===== src/rtl/div_unit_pkg.sv =====
// Shared definitions for the iterative divider: operand width, the FUNCT3
// encodings the pipeline decoder also uses, and the divider state type.
package div_unit_pkg;

    localparam int unsigned XLEN = 32;

    localparam logic [2:0] F3_DIV  = 3'b100;
    localparam logic [2:0] F3_DIVU = 3'b101;
    localparam logic [2:0] F3_REM  = 3'b110;
    localparam logic [2:0] F3_REMU = 3'b111;

    typedef enum logic [1:0] {
        ST_IDLE   = 2'd0,
        ST_CALC   = 2'd1,
        ST_FINISH = 2'd2
    } div_state_e;

    function automatic logic f3_is_rem(input logic [2:0] f3);
        return (f3 == F3_REM) || (f3 == F3_REMU);
    endfunction

    function automatic logic f3_is_signed(input logic [2:0] f3);
        return (f3 == F3_DIV) || (f3 == F3_REM);
    endfunction

endpackage


===== src/rtl/div_unit.sv =====
// Multi-cycle restoring radix-2 divider for DIV/DIVU/REM/REMU.
// Special cases (divide by zero, signed overflow) complete without iterating.
module div_unit #(
    parameter int unsigned XLEN = div_unit_pkg::XLEN
) (
    input  logic            CLK,
    input  logic            RESET,
    input  logic            START,
    input  logic [2:0]      FUNCT3,
    input  logic [XLEN-1:0] DIVIDEND,
    input  logic [XLEN-1:0] DIVISOR,
    input  logic            FLUSH,
    output logic            BUSY,
    output logic            DONE,
    output logic [XLEN-1:0] RESULT
);
    import div_unit_pkg::*;

    localparam int unsigned   CW       = $clog2(XLEN);
    localparam logic [CW-1:0] CNT_LAST = CW'(XLEN - 1);

    div_state_e      state, state_next;
    logic            accept;

    logic            sel_rem;
    logic            neg_q;
    logic            neg_r;
    logic [XLEN-1:0] dmag;
    logic [XLEN-1:0] quo;
    logic [XLEN-1:0] rem;
    logic [CW-1:0]   cnt;

    logic            in_signed;
    logic            in_rem;
    logic            dvd_neg;
    logic            dvs_neg;
    logic            div_zero;
    logic            ovf;
    logic            special;
    logic [XLEN-1:0] special_res;
    logic [XLEN-1:0] dvd_mag;
    logic [XLEN-1:0] dvs_mag;

    logic [XLEN:0]   rsh;
    logic            ge;
    logic [XLEN-1:0] rem_step;
    logic [XLEN-1:0] quo_step;
    logic [XLEN-1:0] res_fix;

    always_comb begin
        in_signed   = f3_is_signed(FUNCT3);
        in_rem      = f3_is_rem(FUNCT3);
        dvd_neg     = in_signed && DIVIDEND[XLEN-1];
        dvs_neg     = in_signed && DIVISOR[XLEN-1];
        div_zero    = (DIVISOR == '0);
        ovf         = in_signed && (DIVIDEND == {1'b1, {(XLEN-1){1'b0}}}) && (DIVISOR == '1);
        special     = div_zero || ovf;
        special_res = div_zero ? (in_rem ? DIVIDEND : '1) : (in_rem ? '0 : DIVIDEND);
        dvd_mag     = dvd_neg ? -DIVIDEND : DIVIDEND;
        dvs_mag     = dvs_neg ? -DIVISOR : DIVISOR;
    end

    // One restoring step; the final step also feeds the sign fix-up directly
    // so RESULT is already valid in the FINISH cycle.
    always_comb begin
        rsh      = {rem, quo[XLEN-1]};
        ge       = (rsh >= {1'b0, dmag});
        rem_step = ge ? XLEN'(rsh - {1'b0, dmag}) : rsh[XLEN-1:0];
        quo_step = {quo[XLEN-2:0], ge};
        if (sel_rem)
            res_fix = neg_r ? -rem_step : rem_step;
        else
            res_fix = neg_q ? -quo_step : quo_step;
    end

    always_comb begin
        state_next = state;
        accept     = 1'b0;
        case (state)
            ST_IDLE: begin
                if (START) begin
                    accept     = 1'b1;
                    state_next = special ? ST_FINISH : ST_CALC;
                end
            end
            ST_CALC: begin
                if (cnt == '0)
                    state_next = ST_FINISH;
            end
            ST_FINISH: state_next = ST_IDLE;
            default:   state_next = ST_IDLE;
        endcase
        if (FLUSH) begin
            accept     = 1'b0;
            state_next = ST_IDLE;
        end
        BUSY = (state == ST_CALC);
        DONE = (state == ST_FINISH);
    end

    always_ff @(posedge CLK) begin
        if (RESET)
            state <= ST_IDLE;
        else
            state <= state_next;
    end

    always_ff @(posedge CLK) begin
        if (RESET) begin
            sel_rem <= 1'b0;
            neg_q   <= 1'b0;
            neg_r   <= 1'b0;
            dmag    <= '0;
            quo     <= '0;
            rem     <= '0;
            cnt     <= '0;
            RESULT  <= '0;
        end else if (!FLUSH) begin
            if (accept) begin
                sel_rem <= in_rem;
                neg_q   <= dvd_neg ^ dvs_neg;
                neg_r   <= dvd_neg;
                dmag    <= dvs_mag;
                quo     <= dvd_mag;
                rem     <= '0;
                cnt     <= CNT_LAST;
                if (special)
                    RESULT <= special_res;
            end else if (state == ST_CALC) begin
                quo <= quo_step;
                rem <= rem_step;
                cnt <= cnt - CW'(1);
                if (cnt == '0)
                    RESULT <= res_fix;
            end
        end
    end

endmodule


===== config.mk =====
export PLATFORM = sky130hd
export DESIGN_NAME = div_unit
export DESIGN_NICKNAME = d
export VERILOG_FILES = /design/src/rtl/div_unit_pkg.sv /design/src/rtl/div_unit.sv
export SDC_FILE = /design/constraint.sdc
export NUM_CORES = 1
export LEC_CHECK = 0
export ABC_AREA = 1
export BUFFER_PORTS_ARGS = -buffer_cell sky130_fd_sc_hd__buf_2
export CAP_MARGIN = 15
export CORE_MARGIN = 2
export CORE_UTILIZATION = 50
export DETAILED_ROUTE_END_ITERATION = 10
export GPL_TIMING_DRIVEN = 0
export PLACE_DENSITY = 0.71
export SLEW_MARGIN = 20
export SYNTH_ARGS = -nofsm -noshare
export SYNTH_HDL_FRONTEND = slang
export SYNTH_SLANG_ARGS = --single-unit
export TNS_END_PERCENT = 1

===== constraint.sdc =====
create_clock -name CLK -period 3.64 [get_ports CLK]
set_input_delay 0.546 -clock CLK [delete_from_list [all_inputs] [get_ports CLK]]
set_output_delay 0.546 -clock CLK [all_outputs]
set_load 0.02 [all_outputs]

==> results <==
- The area growth from synthesis to layout is 23.0%.
- STA classifies the critical path endpoint as a flop.
- The post-synth design cell area is 12500 sq um.
- The H-tree was split into 4 levels.
- The root buffer cell chosen for the clock tree is clkbuf_16.
- The worst path required time is 3.97 ns.
- The total clock buffers created by CTS is 17.
- The final worst hold slack is 0.326 ns.
- In this run the tightest slew margin relative to its limit is 46.9%.
- Summed over all cells, the static leakage comes to 0.00739 uW.
- The number of inserted filler cells in the final layout is 2359.
- Power comes to 5200 uW.
- The initial standard-cell utilization of the core is 51.2%.
- The die is 162 microns wide.
- The net total in the final layout is 2472.
- Prior to clock tree synthesis, the placed netlist has a worst setup slack of -1.09 ns.
- The floorplan has 57 rows.
- In this run the deepest clock path goes through 2 buffers.
- The wire length per cell is 19.2 microns.
- During synthesis, Yosys emitted a total of 0 warnings.
- The critical path startpoint category is a flop.
- Setup repair after global routing could not meet its margin everywhere.
- The slew of the pin with the lowest slew margin is 0.793 ns.
- The number of synthesized flops with an enable pin is 0.
- Clock-pin slew was measured on the worst setup and hold paths at 0.07 ns.
- After the first detailed-routing iteration, the DRC count stood at 1943.
- On the final layout, the worst clock skew is 0.0156 ns.
- Averaged over all synthesized cells, the footprint is 5.75 sq um.
- The first global-routing pass estimated 78200 microns of wire.
- The via count of the first global-routing pass is 13.9k.
- During placement, the flow inserted port buffers numbering 103.
- At the end of routability-driven placement, the weighted congestion stood at 0.990.
- The hold violation count in the final report is 0.
- The instance count after placement with tap cells included is 2607.
- The number of pins with negative max-slew slack in the final report is 0.
- The post-route netlist has 20.7% of its cells at a drive strength greater than 1.
- The number of nets with antenna violations after routing is 0.
- Detailed routing inserted a total of 15.5k vias.
- In this run the worst path has a maximum fanout of 4.
- Summed over all layers, the global routing overflow is 0.
- The run finished, with violations left.
- The most used flip-flop cell after synthesis is dfxtp_1.
- The number of top-level pins is 105.
- The cell repeated most along the worst path is nand2_1.
- For this design, the sink count on the clock tree is 138.
- IR analysis of the VDD net gives a maximum drop of 0.000264 V.
- The register bit total from synthesis is 138.
- The share of synthesized flip-flops with an asynchronous set or reset is 0%.
- For flop-to-flop paths, the worst setup slack is -0.14 ns.
- For this run, design rule violations remaining after detail routing come to 0.
- Global routing used 38.6% of the available tracks.
- The non-filler instance count after layout is 2698.
- The share of the yosys chip area belonging to registers is 22.1%.
- The number of failing setup endpoints in the final timing report is 4.
- The total wirelength of the detailed-routed design is 51700 microns.
- The critical path is of the flop to flop type.
- The highest achievable clock rate is 0.264 GHz.
- The arrival time of the worst setup path is 4.11 ns.
- The share of the clock period used by the worst path after layout is 104%.
- The total power density per cell area is 338 nW/um^2.
- The clock latency of the later-clocked register in the worst-skew pair is 0.44 ns.
- Summed over all nets, the half-perimeter wirelength after detailed placement is 40100 microns.
- The TritonCTS clock tree is built.
- The largest single stage delay on the critical path is 0.35 ns.
- The slowest stage of the critical path is the dfxtp_2 cell.
- The average vias per placed instance is 5.76.
- The area enclosed by the die boundary is 26300 sq um.
- The synthesized instance count is 2180.
- Across the run, the number of max-cap violations was 0.
- The final reports fail on setup timing.
- The number of antenna cells inserted is 0.
- Entering global routing, the biggest net connects 17 pins.
- The smallest clock period supported by the final layout is computed as 3.78 ns.
- The post-layout worst setup margin is -0.143 ns.
- The number of antenna violations at the first check in global routing was 3.
- The first detailed-routing pass ran for 7 iterations.
- The number of different library cells used by synthesis comes to 55.
- The standard cell core area is 24500 sq um.
- Measured along the y axis, the die boundary spans 162 microns.
- The path class of the tightest hold or removal check is input port to flop.
- The number of nets in the synthesized netlist is 2291.
worst paths after layout:
kind / from / to / cells past startpoint
max reg2reg: dmag[20]$_SDFFE_PP0P_ / RESULT[30]$_SDFFE_PP0P_ / 29
min: FLUSH / state[0]$_SDFFE_PP0P_ / 2
max: dmag[20]$_SDFFE_PP0P_ / RESULT[30]$_SDFFE_PP0P_ / 29
min reg2reg: quo[29]$_SDFFE_PP0P_ / quo[30]$_SDFFE_PP0P_ / 2
timing repair:
item	4_1_cts	5_1_grt
hold buffers	0	0
setup buffers	44	20
pin swaps	35	46
setup endpoints to repair	14	21
gates resized for setup	166	84
cell usage after synthesis, types with 3 or more instances:
cell	count	area (sq um)
nand2_1	602	2260
inv_1	278	1040
nor2_1	224	841
a21oi_1	201	1010
o21ai_0	156	781
dfxtp_1	138	2760
nand3_1	134	671
clkbuf_1	58	218
nor3_1	41	205
ha_1	39	488
xor2_1	33	289
nand4_1	30	188
a31oi_1	28	175
nand2_2	21	131
inv_2	15	56.3
o22ai_1	15	93.8
o21ai_1	14	70.1
buf_2	13	65.1
o221ai_1	13	114
buf_1	11	41.3
o211ai_1	11	82.6
nand3b_1	10	75.1
nor2_2	10	62.6
nand3_2	9	90.1
or2_2	9	56.3
o21bai_1	8	60.1
xnor2_1	8	70.1
nor3_2	5	50.1
nor4_1	4	25.0
a21oi_2	3	26.3
buf_4	3	22.5
nand2_4	3	33.8
o21ai_2	3	26.3
logic make-up after synthesis:
family                     after synthesis  share of synthesized area [%]
DFF                                    138                           22.1
xor gates and xnor gates                41                           2.87
AOI/OAI and AO/OA                      468                           20.8
buffers and inverters                  384                           12.1
and+or+nand+nor                       1109                           38.1
adders and majority gates               40                           4.06
per-layer routing:
metal / track usage [%] / part of all wire (%) / wire, microns / vias up
met5: 0 / 0.052 / 27 / -
met4: 10.7 / 3.1 / 1580 / 4
met3: 8.63 / 11 / 5940 / 128
met2: 59.2 / 43 / 22000 / 886
met1: 54.3 / 43 / 22200 / 7050
li1: - / - / - / 7476
sequential cells by signal (all words and copies together), names as in the netlist:
register,count
state,2
rem,32
sel_rem,1
neg_q,1
quo,32
RESULT,32
neg_r,1
cnt,5
dmag,32
critical path, delay by kind of cell (launching register included):
family	cells	cell delay (ns)
compound gates	6	0.77
fa+ha+maj	2	0.41
buf+inv	3	0.18
flops	1	0.35
simple gates	18	1.94
through the flow:
step	instance area [sq um]	utilization, %	setup TNS (ns)
global placement	13400	55.0	-6.80
global route	15400	63.0	-1.59
CTS	15000	61.4	-0.625
detailed placement	13400	55.0	-7.24
finish	15400	63.0	-0.312
floorplan	12500	-	0
area by class of cell:
type                            instances  area, sq um  area share (%)
Clock inverter                         15          169            1.10
Inverter                              295         1130            7.33
Clock buffer                           17          425            2.76
Tap cell                              324          405            2.63
Timing Repair Buffer                  162         1030            6.69
Sequential cell                       138         2820            18.3
Buffer                                 89          417            2.70
Multi-Input combinational cell       1658         9010            58.5
where the power goes:
part           switching (uW)  total (uW)  internal (uW)
Clock                     818        1800            978
Sequential               57.3        1630           1580
Combinational            1160        1770            607
placed cells by master, fill, tap and decap left out, drive strengths merged:
cell and instances:
or2 10, inv 302, o31ai 1, clkinvlp 1
a31oi 28, nand4 30, ha 39, xor2 33
nand3 145, o221ai 13, o211ai 11, a21boi 1
o21ai 173, nor3 47, o32ai 1, nand2 626
o21a 2, xnor2 8, nor4 4, o21bai 10
a211oi 2, nor2 236, clkinv 6, nor3b 1
o22ai 15, o41ai 2, clkbuf 75, a21oi 205
fa 1, dfxtp 138, bufinv 1, buf 193
a21o 2, nand3b 10, o2111ai 1, a221oi 1
Note: power is estimated with default switching activity, not from simulation.
